**config.mk**
```make
export PLATFORM = sky130hd
export DESIGN_NAME = change_dispenser_flat
export DESIGN_NICKNAME = d
export VERILOG_FILES = /design/src/rtl/change_dispenser_if.sv /design/src/rtl/change_dispenser.sv /design/src/flat_wrapper.sv
export SDC_FILE = /design/constraint.sdc
export NUM_CORES = 1
export LEC_CHECK = 0
export ABC_AREA = 1
export CORE_UTILIZATION = 55
export CTS_CLUSTER_SIZE = 40
export DETAILED_ROUTE_END_ITERATION = 6
export PLACE_DENSITY = 0.86
export SYNTH_ARGS = -nofsm -noshare
export SYNTH_HDL_FRONTEND = slang
export SYNTH_SLANG_ARGS = --single-unit
```
**constraint.sdc**
```tcl
create_clock -name CLK -period 3 [get_ports CLK]
set_input_delay 0.3 -clock CLK [delete_from_list [all_inputs] [get_ports CLK]]
set_output_delay 0.3 -clock CLK [all_outputs]
set_load 0.01 [all_outputs]
```
**src/rtl/change_dispenser_if.sv**
```systemverilog
// rtl/change_dispenser_if.sv - request/coin-drive bundle between dispenser and change payer
interface change_dispenser_if #(
    parameter int AMT_W = 6
);
    logic             REQ;
    logic [AMT_W-1:0] AMT;
    logic [2:0]       EMPTY;
    logic             ACK;
    logic             BUSY;
    logic [2:0]       COUT;
    logic             DONE;
    logic             FAULT;
    logic [AMT_W-1:0] REM;

    modport master (
        output REQ, AMT, EMPTY,
        input  ACK, BUSY, COUT, DONE, FAULT, REM
    );

    modport slave (
        input  REQ, AMT, EMPTY,
        output ACK, BUSY, COUT, DONE, FAULT, REM
    );
endinterface

```
**src/rtl/change_dispenser.sv**
```systemverilog
// rtl/change_dispenser.sv - greedy coin change payer driving three coin-tube solenoids
module change_dispenser #(
    parameter int PULSE_CYC = 4,
    parameter int GAP_CYC   = 2,
    parameter int AMT_W     = 6
) (
    input  logic              CLK,
    input  logic              RESET,
    change_dispenser_if.slave bus
);
    localparam int CNT_MAX = (PULSE_CYC > GAP_CYC) ? PULSE_CYC : GAP_CYC;
    localparam int CNT_W   = $clog2(CNT_MAX + 1);

    typedef enum logic [2:0] {
        S_IDLE, S_SELECT, S_EJECT, S_GAP, S_FINISH
    } state_t;

    state_t           state_q, state_d;
    logic [CNT_W-1:0] cnt_q, cnt_d;
    logic [AMT_W-1:0] r_q, r_d;
    logic [AMT_W-1:0] rem_q, rem_d;
    logic [2:0]       cout_q, cout_d;
    logic             ack_q, ack_d;
    logic             busy_q, busy_d;
    logic             done_q, done_d;
    logic             fault_q, fault_d;
    logic [2:0]       pick;
    logic [AMT_W-1:0] coin_val;

    // Greedy choice: largest denomination that fits in R and whose tube is not empty
    always_comb begin
        pick = 3'b000;
        if (r_q >= AMT_W'(5) && !bus.EMPTY[2]) begin
            pick = 3'b100;
        end else if (r_q >= AMT_W'(2) && !bus.EMPTY[1]) begin
            pick = 3'b010;
        end else if (r_q >= AMT_W'(1) && !bus.EMPTY[0]) begin
            pick = 3'b001;
        end
    end

    always_comb begin
        case (cout_q)
            3'b100:  coin_val = AMT_W'(5);
            3'b010:  coin_val = AMT_W'(2);
            3'b001:  coin_val = AMT_W'(1);
            default: coin_val = '0;
        endcase
    end

    always_ff @(posedge CLK) begin
        if (!RESET) begin
            state_q <= S_IDLE;
            cnt_q   <= '0;
            r_q     <= '0;
            rem_q   <= '0;
            cout_q  <= 3'b000;
            ack_q   <= 1'b0;
            busy_q  <= 1'b0;
            done_q  <= 1'b0;
            fault_q <= 1'b0;
        end else begin
            state_q <= state_d;
            cnt_q   <= cnt_d;
            r_q     <= r_d;
            rem_q   <= rem_d;
            cout_q  <= cout_d;
            ack_q   <= ack_d;
            busy_q  <= busy_d;
            done_q  <= done_d;
            fault_q <= fault_d;
        end
    end

    always_comb begin
        state_d = state_q;
        cnt_d   = cnt_q;
        case (state_q)
            S_IDLE: begin
                if (bus.REQ) state_d = S_SELECT;
            end
            S_SELECT: begin
                if (pick != 3'b000) begin
                    state_d = S_EJECT;
                    cnt_d   = CNT_W'(PULSE_CYC - 1);
                end else begin
                    state_d = S_FINISH;
                end
            end
            S_EJECT: begin
                if (cnt_q == '0) begin
                    state_d = S_GAP;
                    cnt_d   = CNT_W'(GAP_CYC - 1);
                end else begin
                    cnt_d = cnt_q - 1'b1;
                end
            end
            S_GAP: begin
                if (cnt_q == '0) state_d = S_SELECT;
                else             cnt_d   = cnt_q - 1'b1;
            end
            S_FINISH: state_d = S_IDLE;
            default:  state_d = S_IDLE;
        endcase
    end

    // Registered outputs are computed one cycle ahead from the transition being taken
    always_comb begin
        r_d     = r_q;
        rem_d   = rem_q;
        cout_d  = cout_q;
        fault_d = fault_q;
        ack_d   = 1'b0;
        done_d  = 1'b0;
        busy_d  = (state_d != S_IDLE);
        case (state_q)
            S_IDLE: begin
                if (bus.REQ) begin
                    r_d     = bus.AMT;
                    rem_d   = bus.AMT;
                    fault_d = 1'b0;
                    ack_d   = 1'b1;
                end
            end
            S_SELECT: begin
                if (pick != 3'b000) begin
                    cout_d = pick;
                end else begin
                    rem_d   = r_q;
                    fault_d = (r_q != '0);
                    done_d  = 1'b1;
                end
            end
            S_EJECT: begin
                if (cnt_q == '0) begin
                    r_d    = r_q - coin_val;
                    cout_d = 3'b000;
                end
            end
            default: ;
        endcase
    end

    assign bus.ACK   = ack_q;
    assign bus.BUSY  = busy_q;
    assign bus.COUT  = cout_q;
    assign bus.DONE  = done_q;
    assign bus.FAULT = fault_q;
    assign bus.REM   = rem_q;
endmodule

```
**src/flat_wrapper.sv**
```systemverilog
// flat-port wrapper written by rule: the top's interface ports become plain ports
module change_dispenser_flat 
#(
    parameter int PULSE_CYC = 4,
    parameter int GAP_CYC   = 2,
    parameter int AMT_W     = 6
)
  (CLK, RESET, bus_REQ, bus_AMT, bus_EMPTY, bus_ACK, bus_BUSY, bus_COUT, bus_DONE, bus_FAULT, bus_REM);
  change_dispenser_if #(.AMT_W(AMT_W)) bus_i ();
  input  logic CLK;
  input  logic RESET;
  input wire logic [$bits(bus_i.REQ)-1:0] bus_REQ;
  input wire logic [$bits(bus_i.AMT)-1:0] bus_AMT;
  input wire logic [$bits(bus_i.EMPTY)-1:0] bus_EMPTY;
  output wire logic [$bits(bus_i.ACK)-1:0] bus_ACK;
  output wire logic [$bits(bus_i.BUSY)-1:0] bus_BUSY;
  output wire logic [$bits(bus_i.COUT)-1:0] bus_COUT;
  output wire logic [$bits(bus_i.DONE)-1:0] bus_DONE;
  output wire logic [$bits(bus_i.FAULT)-1:0] bus_FAULT;
  output wire logic [$bits(bus_i.REM)-1:0] bus_REM;
  assign bus_i.REQ = bus_REQ;
  assign bus_i.AMT = bus_AMT;
  assign bus_i.EMPTY = bus_EMPTY;
  assign bus_ACK = bus_i.ACK;
  assign bus_BUSY = bus_i.BUSY;
  assign bus_COUT = bus_i.COUT;
  assign bus_DONE = bus_i.DONE;
  assign bus_FAULT = bus_i.FAULT;
  assign bus_REM = bus_i.REM;
  change_dispenser #(.PULSE_CYC(PULSE_CYC), .GAP_CYC(GAP_CYC), .AMT_W(AMT_W)) u_core (.CLK(CLK), .RESET(RESET), .bus(bus_i));
endmodule
```
==> summary.md <==
| Metric | Value |
|---|---|
| Syn avg cell area | 6.75 µm² |
| Proportion of layout cells with a drive suffix above 1 | 9.02% |
| Total wire length | 3.25 mm |
| Critical Path RT | 3.27 ns |
| Setup Crit Path Kind | register to register |
| Post-CTS Resized | 0 |
| Setup Fix Bufs, Post-CTS | 0 |
| Most common cell after layout, fill and taps aside | nand2_1 |
| Largest net degree at the start of global routing | 20 |
| Initial Util | 58.8% |
| R2R Path Start | u_core.bus.COUT[0] |
| Worst Clk Skew | 0.00363 ns |
| Die Area | 0.00291 mm² |
| GRT Overall Usage | 26.1% |
| Placer Congestion | 0.910 |
| CTS buffer count | 3 |
| Routed vias/inst | 5.28 |
| Top-Level Pins | 25 |
| Leakage | 0.835 nW |
| # hold bufs at CTS | 0 |
| Synth unique cells | 31 |
| Root buffer cell | clkbuf_4 |
| Outcome | complete, no violations |
| Crit Path Max Fanout | 4 |
| Max-cap violation count | 0 |
| Worst hold path startpoint | u_core.bus.FAULT |
| Final hold vios | 0 |
| Worst-path clk slew | 0.14 ns |
| Grt ovf | 0 |
| Total core area | 0.00252 mm² |
| Avg WL per Cell | 11.9 µm |
| Cells after Synth | 220 |
| Area post-placement | 0.00175 mm² |
| Async SR Flop Fraction | 0% |
| Layout Nets | 263 |
| Skew-Pair Late Insertion Delay | 0.33 ns |
| Min Tclk post-route | 2.12 ns |
| Type of the tightest min-delay check | register to register |
| Crit-path max cell delay | 0.42 ns |
| Worst Path Buf+Inv | 1 |
| Num rows | 18 |
| Ys flop type | dfxtp_1 |
| Least-Margin Pin Slew | 0.791 ns |
| Vias in the first global route | 1,244 |
| Seq/Total Area, Yosys | 33.7% |
| Die width | 53.9 µm |
| RSZ-0062 raised after global routing | no |
| WHS | 0.510 ns |
| Post-synthesis register bit count | 25 |
| Crit path max-delay cell type | dfxtp_1 |
| Router iterations before antenna repair | 4 |
| Mapped cell area | 0.00148 mm² |
| Clock Sinks | 25 |
| Critical Path Start | u_core.bus.COUT[0] |
| Initial antenna violation count | 0 |
| Finished Layout Cells | 274 |
| Clock tree from TritonCTS | yes |
| Setup-failing EPs final | 0 |
| Setup crit start kind | register |
| Most frequent cells in the layout | 54 x nand2_1, 32 x nor2_1, 25 x dfxtp_1 |
| Worst setup EP type | register |
| Yosys warning count | 0 |
| Area Growth Syn to Fin | 19.6% |
| Post-route clock period utilization | 70.7% |
| DRC Markers | 0 |
| DRT iter0 DRCs | 41 |
| Final Power | 1.35 mW |
| Die height | 53.9 µm |
| Port buffer count | 24 |
| Via Count | 1,446 |
| Cell family with most CP delay | adder cells |
| Maximum vdd drop | 0.576 mV |
| Syn nets | 238 |
| CP cell instances | inv_1, nand2_1, a21oi_1, ha_1, fa_1, or2_2, nand2_1, xor2_1, o21ai_0, a21oi_1 |
| Pwr Density | 761 mW/mm² |
| Highest clock rate | 471 MHz |
| Dpl cells | 270 |
| DP HPWL | 2.48 mm |
| ANT nets after route | 0 |
| Design area | 0.00177 mm² |
| Setup TNS | 0 ns |
| Diode count | 0 |
| First-pass GRT wire length | 5.44 mm |
| CP Data Arrival Time | 2.39 ns |
| H-tree lvl count | 1 |
| Number of synthesized flops with an enable pin | 0 |
| Setup WS post-layout | 0.878 ns |
| Place WS | 0.873 ns |
| Final Core Density | 70.3% |
| CTS max path bufs | 2 |
| Slew headroom | 47.1% |
| Slew Limit Fails | 0 |
| Reg2Reg Setup Slack | 0.88 ns |
[routing by layer]
| layer | vias up | part of all wire (%) | global-route usage [%] |
|---|---|---|---|
| li1 | 752 | - | - |
| met1 | 647 | 48 | 34.3 |
| met2 | 40 | 46 | 39.9 |
| met3 | 7 | 5.0 | 6.21 |
| met4 | 0 | 1.5 | 11.8 |
| met5 | - | 0 | 0 |
[registers in the layout, indices dropped and copies added, names as in the netlist]
signal	count
u_core.bus.REM	6
u_core.r_q	6
u_core.bus.COUT	3
u_core.cnt_q	3
u_core.state_q	3
u_core.bus.ACK	1
u_core.bus.BUSY	1
u_core.bus.DONE	1
u_core.bus.FAULT	1
[final cells by class]
class,instances,area (µm²)
inverter,27,106
sequential,25,500
multi-input combinational,162,848
clock buffer,4,26.3
timing repair buffer,26,255
tap,30,37.5
fill,214,748
[Yosys cell counts (2+ instances only)]
library cell | count | area (µm²)
buf_2 | 2 | 10.0
inv_1 | 21 | 78.8
dfxtp_1 | 25 | 500
o21ai_1 | 2 | 10.0
nand3b_1 | 7 | 52.6
o21ai_0 | 14 | 70.1
inv_4 | 2 | 12.5
a21oi_1 | 16 | 80.1
nand2_4 | 3 | 33.8
nand3_1 | 13 | 65.1
nor2_1 | 32 | 120
nand2_1 | 54 | 203
nor2_2 | 2 | 12.5
inv_2 | 4 | 15.0
ha_1 | 5 | 62.6
clkbuf_1 | 3 | 11.3
[worst reg2reg max path, cell delays in order, from the launching register on]
cell and delay, ns:
dfxtp_1 0.42, inv_1 0.10, nand2_1 0.06, a21oi_1 0.07
ha_1 0.24, fa_1 0.42, or2_2 0.32, nand2_1 0.08
xor2_1 0.14, o21ai_0 0.08, a21oi_1 0.13
[where the power goes]
group / switching (mW) / internal, mW / total, mW
clock network: 0.106 / 0.0522 / 0.158
registers: 0.0603 / 0.410 / 0.470
logic: 0.422 / 0.299 / 0.721
[worst paths after layout]
path / end / cells past startpoint
max: u_core.r_q[4] / 10
min: u_core.bus.FAULT / 2
min reg2reg: u_core.bus.FAULT / 2
max reg2reg: u_core.r_q[4] / 10
[cell families (layout without fill, tap and decap cells)]
kind of cell    Yosys count  count (layout)  synth area share, %
buf+inv                  33              57                 9.11
xor+xnor                  2               2                 1.18
fa+ha+maj                 6               6                 5.56
flops                    25              25                 33.7
simple gates            119             119                 38.1
compound gates           35              35                 12.3
Power figures use the tool's default switching activity.
